[config.mk]
export PLATFORM = sky130hd
export DESIGN_NAME = ipsxe_floating_point_apm_mult_addsub_pipe_v1_0
export DESIGN_NICKNAME = d
export VERILOG_FILES = /design/src/rtl/ipsxe_floating_point_apm_mult_addsub_pipe_v1_0_pkg.sv /design/src/rtl/ipsxe_floating_point_apm_pipe_reg_v1_0.sv /design/src/rtl/ipsxe_floating_point_apm_mult_addsub_pipe_v1_0.sv
export SDC_FILE = /design/constraint.sdc
export NUM_CORES = 1
export LEC_CHECK = 0
export CORE_ASPECT_RATIO = 0.6
export CORE_MARGIN = 4
export CORE_UTILIZATION = 60
export CTS_CLUSTER_SIZE = 40
export DETAILED_ROUTE_END_ITERATION = 10
export PLACE_DENSITY_LB_ADDON = 0.12
export SYNTH_ARGS = -nofsm -noshare
export SYNTH_HDL_FRONTEND = slang
export SYNTH_SLANG_ARGS = --single-unit
[constraint.sdc]
create_clock -name i_clk -period 11.4 [get_ports i_clk]
set_clock_uncertainty 0.05 [all_clocks]
set_input_delay 3.42 -clock i_clk [delete_from_list [all_inputs] [get_ports i_clk]]
set_output_delay 3.42 -clock i_clk [all_outputs]
set_load 0.01 [all_outputs]
[src/rtl/ipsxe_floating_point_apm_mult_addsub_pipe_v1_0_pkg.sv]
// ipsxe_floating_point_apm_mult_addsub_pipe_v1_0_pkg: pipeline stage ids and LATENCY-to-stage mapping
package ipsxe_floating_point_apm_mult_addsub_pipe_v1_0_pkg;
  typedef enum logic [1:0] {ST_IN, ST_M, ST_P} stage_e;
  function automatic bit stage_present(int latency, stage_e s);
    return s == ST_P || (s == ST_M && latency >= 2) || (s == ST_IN && latency == 3);
  endfunction
endpackage

[src/rtl/ipsxe_floating_point_apm_pipe_reg_v1_0.sv]
// ipsxe_floating_point_apm_pipe_reg_v1_0: enable-gated sync-reset register, or a plain wire when not present
module ipsxe_floating_point_apm_pipe_reg_v1_0 #(
  parameter int WIDTH   = 1,
  parameter bit PRESENT = 1'b1
) (
  input  logic             clk,
  input  logic             rst_n,
  input  logic             ce,
  input  logic [WIDTH-1:0] d,
  output logic [WIDTH-1:0] q
);
  if (PRESENT) begin : g_reg
    always_ff @(posedge clk)
      if (!rst_n) q <= '0;
      else if (ce) q <= d;
  end else begin : g_wire
    logic unused_ctl;
    assign unused_ctl = &{1'b0, clk, rst_n, ce};
    assign q = d;
  end
endmodule

[src/rtl/ipsxe_floating_point_apm_mult_addsub_pipe_v1_0.sv]
// ipsxe_floating_point_apm_mult_addsub_pipe_v1_0: pipelined o_p = z +/- x*y with valid/tag side-band and clock enable
// Define IPSXE_FLOATING_POINT_APM_SAT_EN to saturate out-of-range results and raise o_ovf.
module ipsxe_floating_point_apm_mult_addsub_pipe_v1_0
  import ipsxe_floating_point_apm_mult_addsub_pipe_v1_0_pkg::*;
#(
  parameter int X_WIDTH   = 25,
  parameter int Y_WIDTH   = 18,
  parameter int Z_WIDTH   = 48,
  parameter int P_WIDTH   = 48,
  parameter int SIGNED    = 0,
  parameter int LATENCY   = 2,
  parameter int TAG_WIDTH = 4
) (
  input  logic                 i_clk,
  input  logic                 i_rst_n,
  input  logic                 i_ce,
  input  logic                 i_valid,
  input  logic                 i_sub,
  input  logic [X_WIDTH-1:0]   i_x,
  input  logic [Y_WIDTH-1:0]   i_y,
  input  logic [Z_WIDTH-1:0]   i_z,
  input  logic [TAG_WIDTH-1:0] i_tag,
  output logic                 o_valid,
  output logic [P_WIDTH-1:0]   o_p,
  output logic [TAG_WIDTH-1:0] o_tag,
  output logic                 o_ovf
);
  localparam int M_W = X_WIDTH + Y_WIDTH;
  localparam int C_W = 1 + TAG_WIDTH;
  localparam bit SG  = SIGNED != 0;
`ifdef IPSXE_FLOATING_POINT_APM_SAT_EN
  // Wide enough that neither operand nor the sum wraps, so the range check sees the true value
  localparam int A_W = M_W > Z_WIDTH ? M_W : Z_WIDTH;
  localparam int E_W = (A_W > P_WIDTH ? A_W : P_WIDTH) + 2;
  localparam logic [P_WIDTH-1:0] P_MIN = {1'b1, {(P_WIDTH-1){1'b0}}};
  localparam logic [P_WIDTH-1:0] P_MAX = ~P_MIN;
`else
  localparam int E_W = P_WIDTH;
`endif
  if (LATENCY < 1 || LATENCY > 3) begin : g_bad_latency
    $error("LATENCY must be in 1..3");
  end
  logic [X_WIDTH-1:0] a_x;
  logic [Y_WIDTH-1:0] a_y;
  logic [Z_WIDTH-1:0] a_z, m_z;
  logic               a_sub, m_sub;
  logic [C_W-1:0]     a_c, m_c;
  logic [M_W-1:0]     a_prod, m_prod;
  logic [E_W-1:0]     m_ze, m_pe, m_sum;
  logic [P_WIDTH-1:0] m_res;
  ipsxe_floating_point_apm_pipe_reg_v1_0 #(.WIDTH(M_W + Z_WIDTH + 1), .PRESENT(stage_present(LATENCY, ST_IN))) u_in_d (
    .clk(i_clk), .rst_n(i_rst_n), .ce(i_ce), .d({i_x, i_y, i_z, i_sub}), .q({a_x, a_y, a_z, a_sub})
  );
  ipsxe_floating_point_apm_pipe_reg_v1_0 #(.WIDTH(C_W), .PRESENT(stage_present(LATENCY, ST_IN))) u_in_c (
    .clk(i_clk), .rst_n(i_rst_n), .ce(i_ce), .d({i_valid, i_tag}), .q(a_c)
  );
  always_comb a_prod = (SG ? M_W'($signed(a_x)) : M_W'(a_x)) * (SG ? M_W'($signed(a_y)) : M_W'(a_y));
  ipsxe_floating_point_apm_pipe_reg_v1_0 #(.WIDTH(M_W + Z_WIDTH + 1), .PRESENT(stage_present(LATENCY, ST_M))) u_m_d (
    .clk(i_clk), .rst_n(i_rst_n), .ce(i_ce), .d({a_prod, a_z, a_sub}), .q({m_prod, m_z, m_sub})
  );
  ipsxe_floating_point_apm_pipe_reg_v1_0 #(.WIDTH(C_W), .PRESENT(stage_present(LATENCY, ST_M))) u_m_c (
    .clk(i_clk), .rst_n(i_rst_n), .ce(i_ce), .d(a_c), .q(m_c)
  );
`ifdef IPSXE_FLOATING_POINT_APM_SAT_EN
  logic m_ovf;
`endif
  always_comb begin
    m_ze  = SG ? E_W'($signed(m_z)) : E_W'(m_z);
    m_pe  = SG ? E_W'($signed(m_prod)) : E_W'(m_prod);
    m_sum = m_sub ? m_ze - m_pe : m_ze + m_pe;
`ifdef IPSXE_FLOATING_POINT_APM_SAT_EN
    m_ovf = SG ? (|m_sum[E_W-1:P_WIDTH-1] && !(&m_sum[E_W-1:P_WIDTH-1])) : |m_sum[E_W-1:P_WIDTH];
    m_res = !m_ovf ? m_sum[P_WIDTH-1:0] : m_sum[E_W-1] ? (SG ? P_MIN : '0) : (SG ? P_MAX : '1);
`else
    m_res = m_sum;
`endif
  end
  ipsxe_floating_point_apm_pipe_reg_v1_0 #(.WIDTH(P_WIDTH), .PRESENT(1'b1)) u_p_d (
    .clk(i_clk), .rst_n(i_rst_n), .ce(i_ce), .d(m_res), .q(o_p)
  );
  ipsxe_floating_point_apm_pipe_reg_v1_0 #(.WIDTH(C_W), .PRESENT(1'b1)) u_p_c (
    .clk(i_clk), .rst_n(i_rst_n), .ce(i_ce), .d(m_c), .q({o_valid, o_tag})
  );
`ifdef IPSXE_FLOATING_POINT_APM_SAT_EN
  ipsxe_floating_point_apm_pipe_reg_v1_0 #(.WIDTH(1), .PRESENT(1'b1)) u_p_o (
    .clk(i_clk), .rst_n(i_rst_n), .ce(i_ce), .d(m_ovf), .q(o_ovf)
  );
`else
  assign o_ovf = 1'b0;
`endif
endmodule
* Word level (Yosys, flattened, before mapping) *
Index checks and enable logic that the tools add are counted.

word-level totals
  register bits = 150
  latch bits = 0
  bits in writable memories = 0
  ROM bits = 0
  output and inout port bits = 54
  logic and storage cells = 8
  memories kept = 0

operators by class
  $add $sub $neg = 2
  multipliers = 1
  divide/modulo/power cells = 0
  order comparisons = 0
  equal/unequal tests = 0
  shifts and indexed selects = 0
  muxes and demuxes = 1
  bitwise operators = 0
  reductions and logical operators = 0

operator list
  kind                                            number
  48-bit by 43-bit adder with 48-bit output       1
  48-bit two-way mux                              1
  48-bit by 43-bit subtractor with 48-bit output  1
  25-bit by 18-bit multiplier with 43-bit output  1

* Depth between registers and ports, before layout *
Gate-level depths: netlist (run 1).

  depth after elaboration = 2
  gate-level depth with buffers = 26
  mapped depth without buffers = 24

* By module *
Synthesis (run 1) repeated with hierarchy kept, for this count alone.

unflattened totals
  cells, all modules = 2816
  area total of the unflattened synthesis = 24696.2 µm²

modules (own cells, without submodules)
  module                                              instances  cells an instance  area each (µm²)  seq. area each (µm²)
  ipsxe_floating_point_apm_mult_addsub_pipe_v1_0      1          2236               18181.2          0.0
  ipsxe_floating_point_apm_pipe_reg_v1_0 (u_m_d)      1          296                3555.9           1841.8
  ipsxe_floating_point_apm_pipe_reg_v1_0 (u_p_d)      1          155                1845.5           960.9
  ipsxe_floating_point_apm_pipe_reg_v1_0 (u_in_d)     1          92                 690.7            0.0
  ipsxe_floating_point_apm_pipe_reg_v1_0 (u_m_c ...)  2          16                 192.7            100.1
  ipsxe_floating_point_apm_pipe_reg_v1_0 (u_in_c)     1          5                  37.5             0.0

* Worst setup path after synthesis (run 1) *
OpenSTA, ideal clock, no wires.

  path type = input port to flip-flop
  start = in i_x[11]
  end = reg u_m_d.q[89]
  arrival = 9.281 ns
  required time = 11.228 ns
  path slack = 1.947 ns
  cell stages on the path = 23
  path buffers = 2
  cells stage by stage = clkbuf_1 -> clkbuf_1 -> nand2_1 -> fa_1 -> fa_1 -> fa_1 -> inv_1 -> fa_1 -> fa_1 -> inv_1 -> fa_1 -> inv_1 -> ha_1 -> nand4_1 -> nor2_1 -> a2111oi_4 -> a21boi_2 -> a21oi_2 -> o31ai_4 -> a31oi_4 -> o31ai_2 -> nor4b_2 -> a311o_1

between the ends
  cells in the longest elaborated chain, start to end = 1

ends and longest elaborated chain
  what                                            line                                                  text
  start, declared                                 ipsxe_floating_point_apm_mult_addsub_pipe_v1_0.sv:19  input logic [X_WIDTH-1:0] i_x,
  25-bit by 18-bit multiplier with 43-bit output  ipsxe_floating_point_apm_mult_addsub_pipe_v1_0.sv:57  always_comb a_prod = (SG ? M_W'($signed(a_x)) : M_W'(a_x)) * (SG ? M_W'($signed(a_y)) : M_W'(a_y));
  end signal, assigned                            ipsxe_floating_point_apm_pipe_reg_v1_0.sv:14          if (!rst_n) q <= '0;
  end signal, assigned                            ipsxe_floating_point_apm_pipe_reg_v1_0.sv:15          else if (ce) q <= d;
  end, declared                                   ipsxe_floating_point_apm_pipe_reg_v1_0.sv:10          output logic [WIDTH-1:0] q

Every way passes these cells.
A chain may end at the register's enable or synchronous reset.

* Worst setup path in the final report (run 1) *
  start = in i_y[4]
  end = reg u_m_d.q[76]

between the ends
  cells in the longest elaborated chain, start to end = 1

ends and longest elaborated chain
  what                                            line                                                  text
  start, declared                                 ipsxe_floating_point_apm_mult_addsub_pipe_v1_0.sv:20  input logic [Y_WIDTH-1:0] i_y,
  25-bit by 18-bit multiplier with 43-bit output  ipsxe_floating_point_apm_mult_addsub_pipe_v1_0.sv:57

Every way passes these cells.

==> metrics.md, run 1 <==
| Metric | Value |
|---|---|
| Status | `finished clean` |
| Die ar. | `around 42,000 um^2` |
| Vias in the first global route | `just under 20,000` |
| CP Max Fanout | `16` |
| Max-cap violations | `0` |
| Longest Clk Path Bufs | `2` |
| CP dominant cell by count | `fa_1` |
| Unrepaired setup endpoints after global routing | `no` |
| Number of synthesized register bits | `150` |
| DRT iter0 DRCs | `1,428` |
| Async S/R FF share, synth | `0` |
| DR vias/cell | `between 5 and 6` |
| Final Max Slew Viols | `0` |
| Hold Fails Final Rpt | `0` |
| Global route overflow | `0` |
| Nets | `~3,400` |
| RD Place Congestion | `~0.91` |
| DRC viols | `0` |
| Slew margin rel. | `0.234` |
| Core area | `38,100 um^2` |
| TritonRoute pass-1 iters | `6` |
| Tcrit/Tclk final | `0.895` |
| Worst-Skew Late Latency | `0.44 ns` |
| Starting Density | `0.614` |
| Critical path type | `in -> reg` |
| R2R setup slack | `between 6 and 7 ns` |
| Crit path max-delay cell type | `clkdlybuf4s50_1` |
| Post-CTS setup buffers | `0` |
| Mapped Cells | `2,748` |
| Syn Nets | `3,382` |
| Total track usage | `0.281` |
| Clock Sinks | `150` |
| Synth area leaders | `fa_1, dfxtp_1, ha_1, inv_1, nand2_1` |
| Synthesis warning total | `0` |
| WL/cell | `17.5 um` |
| Worst-path clk slew | `about 0.06 ns` |
| Most frequent cells in the layout | `inv_1, fa_1, nand2_1, nor2_1, and2_1` |
| CP Data Arrival Time | `between 10 and 15 ns` |
| Worst-margin pin slew | `around 1.1 ns` |
| Setup_tns | `0 ns` |
| Crit path time final | `10.20 ns` |
| CP endpoint kind | `register` |
| Largest net degree at the start of global routing | `82` |
| Root buffer cell | `clkbuf_16` |
| Cells along the critical path | `clkdlybuf4s50_1, buf_4, nand2_1, fa_1, fa_1, fa_1, inv_1, fa_1, fa_1, inv_1, fa_1, inv_1, ha_1, a21oi_1, nand2_1, nor3_1, a21oi_1, o21ai_1, a21boi_0, o21ai_0, a2111oi_0, a311o_1` |
| Yosys top cell by area | `fa_1` |
| Clock H-tree levels | `4` |
| Post-synth EDFFs | `0` |
| Dpl ws | `around 0.82 ns` |
| First-pass GRT wire length | `between 90 and 100 mm` |
| Final ANT Viol Nets | `0` |
| Bufs and invs on worst path | `5` |
| Port Buffers | `approximately 150` |
| Dpl hpwl | `46.5 mm` |
| Area Overhead vs Synth | `10.2%` |
| Syn avg cell area | `around 8.5 um^2` |
| Setup ws final | `approximately 1.2 ns` |
| Die H | `around 160 um` |
| CP peak stage delay | `1.05 ns` |
| CP required | `approximately 12 ns` |
| Post-synth top flop | `dfxtp_1` |
| FP Rows | `55` |
| Sequential area share after synthesis | `0.129` |
| Antenna Cells | `0` |
| Die W | `263 um` |
| Commonest non-fill, non-tap cell in the layout | `inv_1` |
| Cts repair resizes | `0` |
| Min-delay worst type | `reg -> reg` |
| Hold-fix buffers at CTS | `0` |
| Cell area after synthesis | `between 20,000 and 25,000 um^2` |
| Share of the synthesized area in the top cell type | `0.316` |
| CTS Buf Count | `17` |
| Layout cells sized above 1 | `0.0327` |
| Final setup viols | `0` |
| Via count | `around 19,000` |
| Worst Setup Start Kind | `primary input` |
| Cell family with most CP delay | `adder cells` |
| Initial antenna violation count | `1` |
| I/O pins | `~150` |
| Unique cell type count in the Yosys netlist | `79` |
| Max Clock Freq | `0.0981 GHz` |
| Drt total wl | `slightly below 60 mm` |
| TritonCTS clock tree | `built` |
[cell usage after synthesis, drive strengths merged (51+ instances only)]
cell type  number
inv           466
fa            369
nand2         358
nor2          201
and2          179
ha            165
dfxtp         150
clkbuf        121
a21oi         116
mux2i         110
xnor2          82
o21ai          56
a21o           51
[state kept, by name, summed over array words and instances, names as in the netlist]
name,cells
u_m_d.q,92
u_p_c.q,5
u_p_d.q,48
u_m_c.q,5
[per-stage QoR]
stage	cells	hold slack, ns	util	area, um^2
final	3330	0.417	0.677	25700
after global routing	3330	0.438	0.677	25700
after CTS	3330	0.426	0.677	25700
after detailed placement	3298	0.413	0.661	25200
after global placement	3298	0.404	0.661	25200
after floorplan	2748	0.410	-	23400
[routing by layer]
metal | part of all wire | global-route usage
met1 | 0.44 | 0.393
met2 | 0.47 | 0.462
met3 | 0.075 | 0.0472
met4 | 0.015 | 0.0625
met5 | 0 | 0
[layout make-up]
class / instances / area (um^2)
Inverter: 466 / 1750
Timing Repair Buffer: 174 / 1690
Multi-Input combinational cell: 1995 / 18100
Clock inverter: 12 / 114
Fill cell: 3083 / 12300
Sequential cell: 150 / 3000
Clock buffer: 20 / 467
Tap cell: 513 / 642
[worst min-delay path: cells and delay by family, from the launching register on]
kind | cells | cell delay [ns]
DFF | 1 | 0.31
and+or+nand+nor | 1 | 0.05
AOI/OAI and AO/OA | 1 | 0.05
[cell families after synthesis]
group,Yosys count,share of synthesized area
XOR/XNOR,100,0.0375
adder cells (fa/ha/maj),534,0.405
other,1,0.000161
buffers and inverters,603,0.0972
flip-flops,150,0.129
AO/OA/AOI/OAI,346,0.100
AND/OR/NAND/NOR,904,0.184
multiplexers,110,0.0471
[final timing paths]
kind / from / end / cells after the start
hold / removal: u_p_d.q[36]$_SDFFE_PN0P_ / u_p_d.q[36]$_SDFFE_PN0P_ / 2
setup / recovery: i_y[4] / u_m_d.q[76]$_SDFFE_PN0P_ / 22
hold reg to reg: u_p_d.q[36]$_SDFFE_PN0P_ / u_p_d.q[36]$_SDFFE_PN0P_ / 2
setup reg to reg: u_m_d.q[51]$_SDFFE_PN0P_ / u_p_d.q[43]$_SDFFE_PN0P_ / 18
Power of run 1 is not shown: default switching activity piles up to over one toggle a cycle in this logic, so the estimate is an artifact.
==> inputs of run 2 (changes only) <==
SKIP_CTS_REPAIR_TIMING = 1   (was default)
==> results of run 2 <==
Same layout as run 1: the final DEF is identical, and so are final timing and power.
Power of run 2 is left out for the same reason.
